### config.mk
export PLATFORM = sky130hd
export DESIGN_NAME = trk_disc_flat
export DESIGN_NICKNAME = d
export VERILOG_FILES = /design/src/rtl/trk_pkg.sv /design/src/rtl/trk_disc_if.sv /design/src/rtl/trk_frac_div.sv /design/src/rtl/trk_disc.sv /design/src/flat_wrapper.sv
export SDC_FILE = /design/constraint.sdc
export NUM_CORES = 1
export LEC_CHECK = 0
export CAP_MARGIN = 20
export CORE_MARGIN = 2
export CORE_UTILIZATION = 60
export DETAILED_ROUTE_END_ITERATION = 10
export PLACE_DENSITY = 0.82
export RECOVER_POWER = 50
export SLEW_MARGIN = 40
export SYNTH_ARGS = -nofsm -noshare
export SYNTH_HDL_FRONTEND = slang
export SYNTH_SLANG_ARGS = --single-unit
### constraint.sdc
create_clock -name rx_clk -period 23.5 [get_ports rx_clk]
set_clock_uncertainty 0.1 [all_clocks]
set_input_delay 4.7 -clock rx_clk [delete_from_list [all_inputs] [get_ports rx_clk]]
set_output_delay 4.7 -clock rx_clk [all_outputs]
set_load 0.01 [all_outputs]
### src/rtl/trk_pkg.sv
// Shared definitions for the tracking-loop discriminator: FSM encoding,
// default widths and the drop-counter ceiling.
package trk_pkg;

  localparam int ACC_W_DEF = 24;
  localparam int FRAC_W_DEF = 16;
  localparam logic [7:0] DROP_CNT_MAX = 8'd255;

  typedef enum logic [2:0] {
    ST_IDLE  = 3'd0,
    ST_MAG   = 3'd1,
    ST_SUM   = 3'd2,
    ST_DIV_D = 3'd3,
    ST_DIV_P = 3'd4,
    ST_OUT   = 3'd5
  } trk_state_e;

endpackage

### src/rtl/trk_disc_if.sv
// Correlator-dump input bus and discriminator result bus of trk_disc.
interface trk_disc_if
  import trk_pkg::*;
#(
  parameter int ACC_W = ACC_W_DEF
);

  logic                    rx_acc_valid;
  logic signed [ACC_W-1:0] rx_ie;
  logic signed [ACC_W-1:0] rx_ip;
  logic signed [ACC_W-1:0] rx_il;
  logic signed [ACC_W-1:0] rx_qe;
  logic signed [ACC_W-1:0] rx_qp;
  logic signed [ACC_W-1:0] rx_ql;
  logic signed [31:0]      tx_pll_disc;
  logic signed [31:0]      tx_dll_disc;
  logic                    tx_disc_sop;
  logic                    tx_busy;
  logic [7:0]              tx_drop_cnt;

  modport master (
    output rx_acc_valid, rx_ie, rx_ip, rx_il, rx_qe, rx_qp, rx_ql,
    input  tx_pll_disc, tx_dll_disc, tx_disc_sop, tx_busy, tx_drop_cnt
  );

  modport slave (
    input  rx_acc_valid, rx_ie, rx_ip, rx_il, rx_qe, rx_qp, rx_ql,
    output tx_pll_disc, tx_dll_disc, tx_disc_sop, tx_busy, tx_drop_cnt
  );

endinterface

### src/rtl/trk_frac_div.sv
// Sequential restoring fractional divider: FRAC_W quotient bits of num/den,
// one bit per clock; the first bit is produced on the start edge itself.
module trk_frac_div #(
  parameter int DW     = 26,
  parameter int FRAC_W = 16
) (
  input  logic              clk,
  input  logic              rst,
  input  logic              start,
  input  logic [DW-1:0]     num,
  input  logic [DW-1:0]     den,
  output logic              done,
  output logic [FRAC_W-1:0] quot
);

  localparam int CW = $clog2(FRAC_W + 1);

  logic [DW-1:0]     rem_q, rem_d;
  logic [DW-1:0]     den_q, den_d;
  logic [FRAC_W-1:0] quot_q, quot_d;
  logic [CW-1:0]     cnt_q, cnt_d;
  logic              busy_q, busy_d;
  logic              done_q, done_d;

  logic [DW-1:0] rem_src;
  logic [DW-1:0] den_src;
  logic [DW:0]   shifted;
  logic          ge;

  always_comb begin
    rem_src = start ? num : rem_q;
    den_src = start ? den : den_q;
    shifted = {rem_src, 1'b0};
    ge      = (shifted >= {1'b0, den_src});

    rem_d  = rem_q;
    den_d  = den_q;
    quot_d = quot_q;
    cnt_d  = cnt_q;
    busy_d = busy_q;
    done_d = 1'b0;

    if (start) begin
      rem_d  = ge ? DW'(shifted - {1'b0, den_src}) : shifted[DW-1:0];
      den_d  = den;
      quot_d = {{(FRAC_W-1){1'b0}}, ge};
      cnt_d  = CW'(FRAC_W - 1);
      busy_d = 1'b1;
    end else if (busy_q) begin
      rem_d  = ge ? DW'(shifted - {1'b0, den_src}) : shifted[DW-1:0];
      quot_d = {quot_q[FRAC_W-2:0], ge};
      cnt_d  = cnt_q - CW'(1);
      if (cnt_q == CW'(1)) begin
        busy_d = 1'b0;
        done_d = 1'b1;
      end
    end
  end

  always_ff @(posedge clk or posedge rst) begin
    if (rst) begin
      rem_q  <= '0;
      den_q  <= '0;
      quot_q <= '0;
      cnt_q  <= '0;
      busy_q <= 1'b0;
      done_q <= 1'b0;
    end else begin
      rem_q  <= rem_d;
      den_q  <= den_d;
      quot_q <= quot_d;
      cnt_q  <= cnt_d;
      busy_q <= busy_d;
      done_q <= done_d;
    end
  end

  assign done = done_q;
  assign quot = quot_q;

endmodule

### src/rtl/trk_disc.sv
// Tracking-loop discriminator: Costas sign PLL and normalised E-L DLL per dump.
// Define TRK_DISC_PLL_NORM_EN for the normalised QP/IP PLL (extra DIV_P state).
module trk_disc
  import trk_pkg::*;
#(
  parameter int ACC_W  = ACC_W_DEF,
  parameter int FRAC_W = FRAC_W_DEF
) (
  input  logic       rx_clk,
  input  logic       rx_rst,
  trk_disc_if.slave  bus
);

  localparam int MW = ACC_W + 1;
  localparam int DW = ACC_W + 2;
  localparam int NW = ACC_W + 3;

  function automatic logic [MW-1:0] abs_val(input logic signed [ACC_W-1:0] x);
    logic signed [MW-1:0] xe;
    xe = MW'(x);
    return xe[MW-1] ? MW'(-xe) : MW'(xe);
  endfunction

  // Alpha-max-beta-min envelope: max + min/2.
  function automatic logic [MW-1:0] env_mag(input logic signed [ACC_W-1:0] i,
                                            input logic signed [ACC_W-1:0] q);
    logic [MW-1:0] a;
    logic [MW-1:0] b;
    a = abs_val(i);
    b = abs_val(q);
    return (a >= b) ? (a + (b >> 1)) : (b + (a >> 1));
  endfunction

  trk_state_e state_q, state_d;

  logic signed [ACC_W-1:0] ie_q, ie_d, ip_q, ip_d, il_q, il_d;
  logic signed [ACC_W-1:0] qe_q, qe_d, qp_q, qp_d, ql_q, ql_d;
  logic [MW-1:0]     emag_q, emag_d, lmag_q, lmag_d;
  logic              num_neg_q, num_neg_d, den_zero_q, den_zero_d;
  logic [FRAC_W-1:0] dll_mag_q, dll_mag_d;
  logic [31:0]       tx_pll_q, tx_pll_d, tx_dll_q, tx_dll_d;
  logic              tx_sop_q, tx_sop_d;
  logic [7:0]        drop_q, drop_d;

  logic signed [NW-1:0] num_s;
  logic [DW-1:0]        den_u;
  logic [DW-1:0]        num_abs;
  logic [31:0]          dll_ext;

  logic              div_start, div_done;
  logic [DW-1:0]     div_num, div_den;
  logic [FRAC_W-1:0] div_quot;

`ifdef TRK_DISC_PLL_NORM_EN
  logic          pll_neg_q, pll_neg_d, pll_sat_q, pll_sat_d, ip_zero_q, ip_zero_d;
  logic [MW-1:0] abs_qp, abs_ip;
  logic [FRAC_W-1:0] pll_mag;
  logic [31:0]   pll_ext;

  assign abs_qp  = abs_val(qp_q);
  assign abs_ip  = abs_val(ip_q);
  assign pll_mag = ip_zero_q ? '0 : (pll_sat_q ? '1 : div_quot);
  assign pll_ext = 32'(pll_mag);
`else
  logic [31:0]        pll_q, pll_d;
  logic signed [31:0] qp_ext;
  logic signed [31:0] costas;

  assign qp_ext = 32'(qp_q);
  assign costas = ip_q[ACC_W-1] ? -qp_ext : qp_ext;
`endif

  assign num_s   = $signed({2'b00, emag_q}) - $signed({2'b00, lmag_q});
  assign den_u   = {1'b0, emag_q} + {1'b0, lmag_q};
  assign num_abs = num_s[NW-1] ? DW'(-num_s) : DW'(num_s);
  assign dll_ext = 32'(dll_mag_q);

  trk_frac_div #(
    .DW     (DW),
    .FRAC_W (FRAC_W)
  ) u_div (
    .clk   (rx_clk),
    .rst   (rx_rst),
    .start (div_start),
    .num   (div_num),
    .den   (div_den),
    .done  (div_done),
    .quot  (div_quot)
  );

  always_ff @(posedge rx_clk or posedge rx_rst) begin
    if (rx_rst) state_q <= ST_IDLE;
    else        state_q <= state_d;
  end

  always_comb begin
    state_d = state_q;
    case (state_q)
      ST_IDLE:  if (bus.rx_acc_valid) state_d = ST_MAG;
      ST_MAG:   state_d = ST_SUM;
      ST_SUM:   state_d = ST_DIV_D;
`ifdef TRK_DISC_PLL_NORM_EN
      ST_DIV_D: if (div_done) state_d = ST_DIV_P;
      ST_DIV_P: if (div_done) state_d = ST_OUT;
`else
      ST_DIV_D: if (div_done) state_d = ST_OUT;
`endif
      ST_OUT:   state_d = ST_IDLE;
      default:  state_d = ST_IDLE;
    endcase
  end

  // The DLL divide is launched from SUM so its first bit lands on the SUM exit edge.
  always_comb begin
    div_start = (state_q == ST_SUM);
    div_num   = num_abs;
    div_den   = den_u;
    tx_sop_d  = (state_q == ST_OUT);
`ifdef TRK_DISC_PLL_NORM_EN
    if (state_q == ST_DIV_D && div_done) begin
      div_start = 1'b1;
      div_num   = DW'(abs_qp);
      div_den   = DW'(abs_ip);
    end
`endif
  end

  always_comb begin
    ie_d = ie_q; ip_d = ip_q; il_d = il_q;
    qe_d = qe_q; qp_d = qp_q; ql_d = ql_q;
    emag_d     = emag_q;
    lmag_d     = lmag_q;
    num_neg_d  = num_neg_q;
    den_zero_d = den_zero_q;
    dll_mag_d  = dll_mag_q;
    tx_pll_d   = tx_pll_q;
    tx_dll_d   = tx_dll_q;
    drop_d     = drop_q;
`ifdef TRK_DISC_PLL_NORM_EN
    pll_neg_d = pll_neg_q;
    pll_sat_d = pll_sat_q;
    ip_zero_d = ip_zero_q;
`else
    pll_d = pll_q;
`endif

    if (bus.rx_acc_valid && state_q != ST_IDLE && drop_q != DROP_CNT_MAX)
      drop_d = drop_q + 8'd1;

    case (state_q)
      ST_IDLE: begin
        if (bus.rx_acc_valid) begin
          ie_d = bus.rx_ie; ip_d = bus.rx_ip; il_d = bus.rx_il;
          qe_d = bus.rx_qe; qp_d = bus.rx_qp; ql_d = bus.rx_ql;
        end
      end
      ST_MAG: begin
        emag_d = env_mag(ie_q, qe_q);
        lmag_d = env_mag(il_q, ql_q);
      end
      ST_SUM: begin
        num_neg_d  = num_s[NW-1];
        den_zero_d = (den_u == '0);
`ifdef TRK_DISC_PLL_NORM_EN
        pll_neg_d = qp_q[ACC_W-1] ^ ip_q[ACC_W-1];
        pll_sat_d = (abs_qp >= abs_ip);
        ip_zero_d = (ip_q == '0);
`else
        pll_d = costas;
`endif
      end
      ST_DIV_D: begin
        if (div_done) dll_mag_d = div_quot;
      end
      ST_OUT: begin
        tx_dll_d = den_zero_q ? '0 : (num_neg_q ? -dll_ext : dll_ext);
`ifdef TRK_DISC_PLL_NORM_EN
        tx_pll_d = pll_neg_q ? -pll_ext : pll_ext;
`else
        tx_pll_d = pll_q;
`endif
      end
      default: ;
    endcase
  end

  always_ff @(posedge rx_clk or posedge rx_rst) begin
    if (rx_rst) begin
      ie_q <= '0; ip_q <= '0; il_q <= '0;
      qe_q <= '0; qp_q <= '0; ql_q <= '0;
      emag_q     <= '0;
      lmag_q     <= '0;
      num_neg_q  <= 1'b0;
      den_zero_q <= 1'b0;
      dll_mag_q  <= '0;
      tx_pll_q   <= '0;
      tx_dll_q   <= '0;
      tx_sop_q   <= 1'b0;
      drop_q     <= '0;
`ifdef TRK_DISC_PLL_NORM_EN
      pll_neg_q <= 1'b0;
      pll_sat_q <= 1'b0;
      ip_zero_q <= 1'b0;
`else
      pll_q <= '0;
`endif
    end else begin
      ie_q <= ie_d; ip_q <= ip_d; il_q <= il_d;
      qe_q <= qe_d; qp_q <= qp_d; ql_q <= ql_d;
      emag_q     <= emag_d;
      lmag_q     <= lmag_d;
      num_neg_q  <= num_neg_d;
      den_zero_q <= den_zero_d;
      dll_mag_q  <= dll_mag_d;
      tx_pll_q   <= tx_pll_d;
      tx_dll_q   <= tx_dll_d;
      tx_sop_q   <= tx_sop_d;
      drop_q     <= drop_d;
`ifdef TRK_DISC_PLL_NORM_EN
      pll_neg_q <= pll_neg_d;
      pll_sat_q <= pll_sat_d;
      ip_zero_q <= ip_zero_d;
`else
      pll_q <= pll_d;
`endif
    end
  end

  assign bus.tx_pll_disc = tx_pll_q;
  assign bus.tx_dll_disc = tx_dll_q;
  assign bus.tx_disc_sop = tx_sop_q;
  assign bus.tx_busy     = (state_q != ST_IDLE);
  assign bus.tx_drop_cnt = drop_q;

endmodule

### src/flat_wrapper.sv
// flat-port wrapper written by rule: the top's interface ports become plain ports
module trk_disc_flat import trk_pkg::*;
#(
  parameter int ACC_W  = ACC_W_DEF,
  parameter int FRAC_W = FRAC_W_DEF
)
  (rx_clk, rx_rst, bus_rx_acc_valid, bus_rx_ie, bus_rx_ip, bus_rx_il, bus_rx_qe, bus_rx_qp, bus_rx_ql, bus_tx_pll_disc, bus_tx_dll_disc, bus_tx_disc_sop, bus_tx_busy, bus_tx_drop_cnt);
  trk_disc_if #(.ACC_W(ACC_W)) bus_i ();
  input  logic rx_clk;
  input  logic rx_rst;
  input wire logic [$bits(bus_i.rx_acc_valid)-1:0] bus_rx_acc_valid;
  input wire logic [$bits(bus_i.rx_ie)-1:0] bus_rx_ie;
  input wire logic [$bits(bus_i.rx_ip)-1:0] bus_rx_ip;
  input wire logic [$bits(bus_i.rx_il)-1:0] bus_rx_il;
  input wire logic [$bits(bus_i.rx_qe)-1:0] bus_rx_qe;
  input wire logic [$bits(bus_i.rx_qp)-1:0] bus_rx_qp;
  input wire logic [$bits(bus_i.rx_ql)-1:0] bus_rx_ql;
  output wire logic [$bits(bus_i.tx_pll_disc)-1:0] bus_tx_pll_disc;
  output wire logic [$bits(bus_i.tx_dll_disc)-1:0] bus_tx_dll_disc;
  output wire logic [$bits(bus_i.tx_disc_sop)-1:0] bus_tx_disc_sop;
  output wire logic [$bits(bus_i.tx_busy)-1:0] bus_tx_busy;
  output wire logic [$bits(bus_i.tx_drop_cnt)-1:0] bus_tx_drop_cnt;
  assign bus_i.rx_acc_valid = bus_rx_acc_valid;
  assign bus_i.rx_ie = bus_rx_ie;
  assign bus_i.rx_ip = bus_rx_ip;
  assign bus_i.rx_il = bus_rx_il;
  assign bus_i.rx_qe = bus_rx_qe;
  assign bus_i.rx_qp = bus_rx_qp;
  assign bus_i.rx_ql = bus_rx_ql;
  assign bus_tx_pll_disc = bus_i.tx_pll_disc;
  assign bus_tx_dll_disc = bus_i.tx_dll_disc;
  assign bus_tx_disc_sop = bus_i.tx_disc_sop;
  assign bus_tx_busy = bus_i.tx_busy;
  assign bus_tx_drop_cnt = bus_i.tx_drop_cnt;
  trk_disc #(.ACC_W(ACC_W), .FRAC_W(FRAC_W)) u_core (.rx_clk(rx_clk), .rx_rst(rx_rst), .bus(bus_i));
endmodule
==> results of run 1 <==
## state kept, by name, indices dropped and copies added, names as in the netlist, 25 cells and up
signal	cells
u_core.bus.tx_dll_disc	31
u_core.bus.tx_pll_disc	32
u_core.emag_q	25
u_core.lmag_q	25
u_core.pll_q	32
u_core.u_div.den_q	26
u_core.u_div.rem_q	26
## worst max path at each step
stage | from | end | slack [ps]
2_1_floorplan | rx_rst | u_core.bus.tx_disc_sop | 8400
3_3_place_gp | bus_rx_acc_valid | u_core.qp_q[17] | 16020
3_5_place_dp | bus_rx_acc_valid | u_core.qp_q[22] | 16200
4_1_cts | u_core.state_q[0] | bus_tx_busy | 16480
5_1_grt | rx_rst | u_core.u_div.quot[1] | 10390
6_report | rx_rst | u_core.u_div.den_q[22] | 11860
## layer usage
layer,up-vias,track usage [%],routed length [um]
met3,147,3.23,3290
met5,-,0,0
li1,11200,-,-
met4,0,11.5,2620
met1,11127,38.1,30000
met2,675,48.9,32400
## layout make-up
type                    count  area [um^2]  share of cell area, %
well taps                 592          741                   2.40
repair buffers            214         2100                   6.83
flip-flops and latches    371         9290                   30.1
clock inverters            12          170                  0.552
multi-input cells        2441        16700                   54.1
clock buffers              58         1160                   3.76
inverters                 177          666                   2.16
diodes                      2         5.00                 0.0162
## critical path: cells and delay by family
| family | cells | cell delay, ps |
|---|---|---|
| buffers and inverters | 3 | 6600 |
## placed cells by master (no fill, tap or decap), types with 12 or more instances in the layout
cell	Yosys	routed
and3_1	17	17
xor2_1	111	111
ha_1	233	233
xnor2_1	166	166
mux2i_1	32	32
or4_1	14	14
a211oi_1	26	26
nand3_1	31	31
and2_1	13	13
o31ai_1	46	46
dfrtp_1	371	370
or3_1	40	39
nor2b_1	23	23
clkdlybuf4s50_1	0	195
o21bai_1	14	14
o211ai_1	14	14
mux2_2	112	112
nor4_1	16	16
a31oi_1	43	43
nor3_1	59	58
a21o_1	85	85
o21ai_0	234	235
nand4_1	25	25
clkbuf_1	104	16
nand2b_1	37	37
a21oi_1	164	164
o21a_1	28	28
nand2_1	475	475
inv_1	176	175
o41ai_1	18	18
nor2_1	190	187
or2_2	13	12
clkbuf_16	0	41
## cells by family after synthesis
| kind of cell | synth area share (%) |
|---|---|
| adders and majority gates | 11.3 |
| and+or+nand+nor | 16.8 |
| buffers and inverters | 4.32 |
| AOI/OAI and AO/OA | 18.4 |
| DFF | 34.3 |
| other | 0.0277 |
| muxes | 5.88 |
| xor gates and xnor gates | 8.96 |
## metrics by stage
| stage | setup WS, ps | cells | total power [mW] | instance area, um^2 | util (%) |
|---|---|---|---|---|---|
| floorplan | 8400 | 3113 | 3.38 | 27100 | - |
| global placement | 16020 | 3794 | 3.98 | 29500 | 66.4 |
| detailed placement | 16200 | 3794 | 4.09 | 29500 | 66.4 |
| CTS | 16480 | 3864 | 4.76 | 30800 | 69.4 |
| global route | 10390 | 3867 | 5.21 | 30800 | 69.4 |
| finish | 11860 | 3867 | 4.81 | 30800 | 69.4 |
## power groups by stage
stage	clock network (mW)	registers, mW	logic, mW
final	0.646	1.01	3.16
after global routing	0.679	1.04	3.49
after CTS	0.654	1.01	3.10
after detailed placement	0	1.02	3.08
after global placement	0	1.00	2.97
after floorplan	0	0.952	2.43
==> flow_metrics.py, run 1 <==
metrics = {
    "timing": {
        "hold_viol_final": 0,
        "max_freq_ghz": 0.0859,
        "tightest_slew_ps": 5940,
        "timing.hold.ws_ps": 358,
        "rsz0062_at_grt": "no",
        "slew_headroom_pct": -298,
        "tns_ps": 0,
        "min_period_ps": 11640,
        "slew_violations": 567,
        "fin_crit_sh_pct": 49.5,
        "setup_viol": 0,
    },
    "die": {
        "dieWidth_um": 216,
        "initial_core_util_pct": 61.0,
        "rows": 77,
        "io_pins": 221,
        "die_h_um": 216,
        "core_area_mm2": 0.0444,
        "die-area_mm2": 0.0468,
    },
    "final_layout": {
        "fillerInstances": 3417,
        "area_growth_pct": 13.8,
        "layout-drive-gt1-share_pct": 6.94,
        "final_nets": 3633,
    },
    "yosys": {
        "yosysSeqAreaShare_pct": 34.3,
        "yosys_warnings": 0,
        "synth_commonest_cells": "475 x nand2_1, 371 x dfrtp_1, 234 x o21ai_0",
        "ys_ff_latch": 371,
        "synth_edf_count": 0,
        "synth.most_common_cell": "nand2_1",
        "syn-cell-area_mm2": 0.0271,
        "synth_cell_types": 87,
        "synth.largest_area_cell": "dfrtp_1",
        "synth_ff_type": "dfrtp_1",
        "synthCells": 3107,
        "synth_top_area_share_pct": 34.3,
        "asyncSetResetFlopFracSynth_pct": 100,
        "synth.area.top_cells": "dfrtp_1 34%, ha_1 11%, nand2_1 6.6%",
        "avgSynthCellArea_um2": 8.71,
    },
    "setup_path": {
        "worstPathCellList": "dlygate4sd3_1, clkinvlp_2, clkbuf_1",
        "crit_arrival_ps": 11390,
        "worstPathRequired_ps": 23250,
        "reg2reg_setup_slack_ps": 15490,
        "critPathMaxFanout": 136,
        "critPathLaunchType": "input pin",
        "slowest_delay_ps": 3290,
        "r2r-end": "u_core.u_div.rem_q[19]",
        "slowest_stage": "clkinvlp_2",
        "worstReg2RegStart": "u_core.state_q[2]",
        "critPathKind": "input pin to async pin",
        "worst_r2r_path_depth": 16,
        "cp-end-kind": "async pin",
    },
    "global_routing": {
        "grt_usage_pct": 28.9,
        "grt_pass1_vias": 22615,
        "grt_pass1_wl_um": 112000,
        "grt_max_degree": 160,
        "overflow": 0,
        "antenna_found_initial": 2,
    },
    "pwr": {
        "p_sw_share_pct": 48.2,
        "switching_power_mw": 2.32,
        "pwr-share-clk_pct": 13.4,
        "leakage_nw": 14.3,
        "seqPwrFrac_pct": 21.0,
        "pwr-share-comb_pct": 65.6,
        "p_per_area_mw_per_mm2": 156,
        "peakVddDrop_v": 0.0000807,
        "p_int_mw": 2.49,
    },
    "detailed_routing": {
        "remaining_drc_errors": 0,
        "via_per_inst": 5.99,
        "antenna_left": 0,
        "totalWireLength_um": 68300,
        "vias": 23149,
        "first_iter_violations": 1557,
        "dr.pass1.iters": 8,
        "wl_per_cell_um": 17.7,
    },
    "clocking": {
        "ctsRootBufferMaster": "clkbuf_16",
        "ctsResizeCount": 0,
        "cts-buffers-inserted": 41,
        "htreeDepth": 2,
        "insertion_delay_ps": 600,
        "numClockSinks": 371,
        "clk_pin_slew_ps": 60,
        "cts.path.max_buffers": 3,
        "cts_tree": "built",
        "cts_hold_buf": 0,
        "cts_setup_buffers": 0,
    },
    "placed_design": {
        "gp_congestion": 0.937,
        "io_buffers": 197,
        "dp_hpwl_um": 51300,
    },
    "outcome": {
        "failed_checks": "max-capacitance violations, max-slew violations",
        "status": "finished, violations left",
    },
    "min_path": {
        "worst_hold_startpoint": "u_core.pll_q[4]",
        "hold_depth": 2,
        "worst_hold_path.endpoint": "u_core.bus.tx_pll_disc[4]",
        "hold_class": "flop to flop",
    },
    "run": {
        "cap_violations": 7,
    },
}
Note: power is estimated with default switching activity, not from simulation.
==> inputs of run 2 (changes only) <==
Clock period 23.5 ns to 11.9 ns, I/O delays scaled along.
==> run 2 against run 1 <==
Against the previous run: the run still ends with max-capacitance violations, max-slew violations left; first-iteration DRC count is 1.4% lower; die area unchanged; cell count hardly changed; routed wire length fell by 0.68%; design area is 0.11% higher; sequential power up 96%; sequential share of layout area barely moved; power increased by 97%; worst hold slack improved by 4.3 ps; combinational power rose by 98%; non-clock buffer count rose by 1; sequential cell count did not move; critical path type is now flop to flop; critical endpoint is now u_core.u_div.rem_q[19]; highest routed layer unchanged.
==> flow_metrics.py, run 2 (synthesized netlist as in run 1, its figures left out) <==
metrics = {
    "final_layout": {
        "area_growth_pct": 13.9,
        "finalNonFillerCells": 3866,
        "layout-drive-gt1-share_pct": 6.94,
        "utilization_pct": 69.5,
        "final_cell_mix": "475 x nand2_1, 370 x dfrtp_1, 235 x o21ai_0",
        "final_common_cell": "nand2_1",
        "fillerInstances": 3409,
        "final_nets": 3634,
        "stdcell_area_mm2": 0.0308,
    },
    "die": {
        "dieWidth_um": 216,
        "die_h_um": 216,
        "core_area_mm2": 0.0444,
        "initial_core_util_pct": 61.0,
        "rows": 77,
        "io_pins": 221,
        "die-area_mm2": 0.0468,
    },
    "global_routing": {
        "antenna_found_initial": 1,
        "overflow": 0,
        "grt_pass1_wl_um": 112000,
        "met3_usage_pct": 3.30,
        "grt_max_degree": 158,
        "use_met1_pct": 38.0,
        "top_usage_layer": "met2",
        "use_met2_pct": 49.8,
        "grt_usage_pct": 28.8,
        "grt_pass1_vias": 22589,
    },
    "timing": {
        "setup_viol": 0,
        "layout_setup_ws_ps": 3930,
        "tightest_slew_ps": 4290,
        "hold_viol_final": 0,
        "slew_headroom_pct": -186,
        "fin_crit_sh_pct": 67.0,
        "max_freq_ghz": 0.125,
        "rsz0062_at_grt": "no",
        "slew_violations": 425,
        "min_period_ps": 7970,
        "tns_ps": 0,
    },
    "clocking": {
        "ctsRootBufferMaster": "clkbuf_16",
        "cts_tree": "built",
        "cts.path.max_buffers": 3,
        "cts_hold_buf": 0,
        "ctsResizeCount": 0,
        "insertion_delay_ps": 580,
        "cts_setup_buffers": 0,
        "htreeDepth": 2,
        "clk_pin_slew_ps": 60,
        "numClockSinks": 371,
        "cts-buffers-inserted": 41,
    },
    "setup_path": {
        "slowest_stage": "clkbuf_1",
        "slowest_delay_ps": 2610,
        "critPathMaxFanout": 95,
        "crit_arrival_ps": 8310,
        "critPathLaunchType": "flop",
        "critPathKind": "flop to flop",
        "worstPathRequired_ps": 12240,
        "worstPathCellList": "or3b_1, clkbuf_1, o21ai_0, ha_1, nand4_1, nor2_1, nand4_1, a21oi_1, nor3_1, a31oi_1, a41oi_1, o211a_1, o41ai_2, buf_4, a211oi_1, o31a_1",
        "cpMostUsedCell": "nand4_1",
        "cp-end-kind": "flop",
    },
    "placed_design": {
        "gp_congestion": 0.941,
        "placed_cell_area_mm2": 0.0296,
        "io_buffers": 197,
        "post-place-ws_ps": 5240,
        "dp_hpwl_um": 51700,
        "dp_cells": 3795,
    },
    "pwr": {
        "leakage_nw": 14.3,
        "peakVddDrop_v": 0.000217,
        "p_per_area_mw_per_mm2": 307,
    },
    "detailed_routing": {
        "remaining_drc_errors": 0,
        "antenna_left": 0,
        "wl_per_cell_um": 17.5,
        "vias": 22960,
        "via_per_inst": 5.94,
        "dr.pass1.iters": 6,
        "first_iter_violations": 1535,
        "totalWireLength_um": 67800,
    },
    "min_path": {
        "hold_class": "flop to flop",
    },
    "outcome": {
        "failed_checks": "max-capacitance violations, max-slew violations",
        "status": "finished, violations left",
    },
    "run": {
        "cap_violations": 6,
    },
}
-- run 2: cell count changes in the layout (fill, tap and decap cells not counted), sizes merged --
cell      before  now
buf           11   12
clkinvlp       3    2
diode          2    1
inv          177  176
clkinv         7    8
-- run 2: final cells by class --
cell class	instances	area [um^2]	area share (%)
inverters	177	666	2.16
well taps	592	741	2.40
diodes	1	2.50	0.00811
clock buffers	58	1160	3.76
flip-flops and latches	371	9290	30.1
multi-input cells	2441	16700	54.1
clock inverters	11	159	0.515
repair buffers	215	2150	6.96
-- run 2: worst paths after layout --
path | start | to | slack, ps | cells after the start
worst max-delay path | u_core.state_q[1] | u_core.u_div.rem_q[19] | 3930 | 16
worst min-delay path | u_core.pll_q[27] | u_core.bus.tx_pll_disc[27] | 360 | 2
worst max register to register | u_core.state_q[1] | u_core.u_div.rem_q[19] | 3930 | 16
worst min register to register | u_core.pll_q[27] | u_core.bus.tx_pll_disc[27] | 360 | 2
max in group asynchronous | rx_rst | u_core.emag_q[15] | 4820 | 3
min in group asynchronous | rx_rst | u_core.u_div.cnt_q[1] | 2350 | 2
-- run 2: worst max-delay path, delay by kind of cell, from the launching register on --
kind | cells | cell delay [ps]
compound gates | 8 | 2450
fa+ha+maj | 1 | 640
buf+inv | 2 | 2950
flops | 1 | 550
simple gates | 5 | 1090
-- run 2: power breakdown --
part           total (mW)  internal (mW)  switching (mW)
sequential           1.98           1.64           0.335
clock                1.25          0.725           0.524
combinational        6.25           2.54            3.71
-- run 2: stage by stage --
stage          hold slack, ps  power (mW)
5_1_grt                   389        10.3
3_3_place_gp              347        7.88
6_report                  362        9.48
3_5_place_dp              355        8.11
4_1_cts                   363        9.40
2_1_floorplan             335        6.68
-- run 2: per-layer routing --
| metal | routed length [um] | vias to the layer above |
|---|---|---|
| li1 | - | 11202 |
| met1 | 30000 | 10993 |
| met2 | 33000 | 651 |
| met3 | 3050 | 114 |
| met4 | 1820 | 0 |
| met5 | 0 | - |
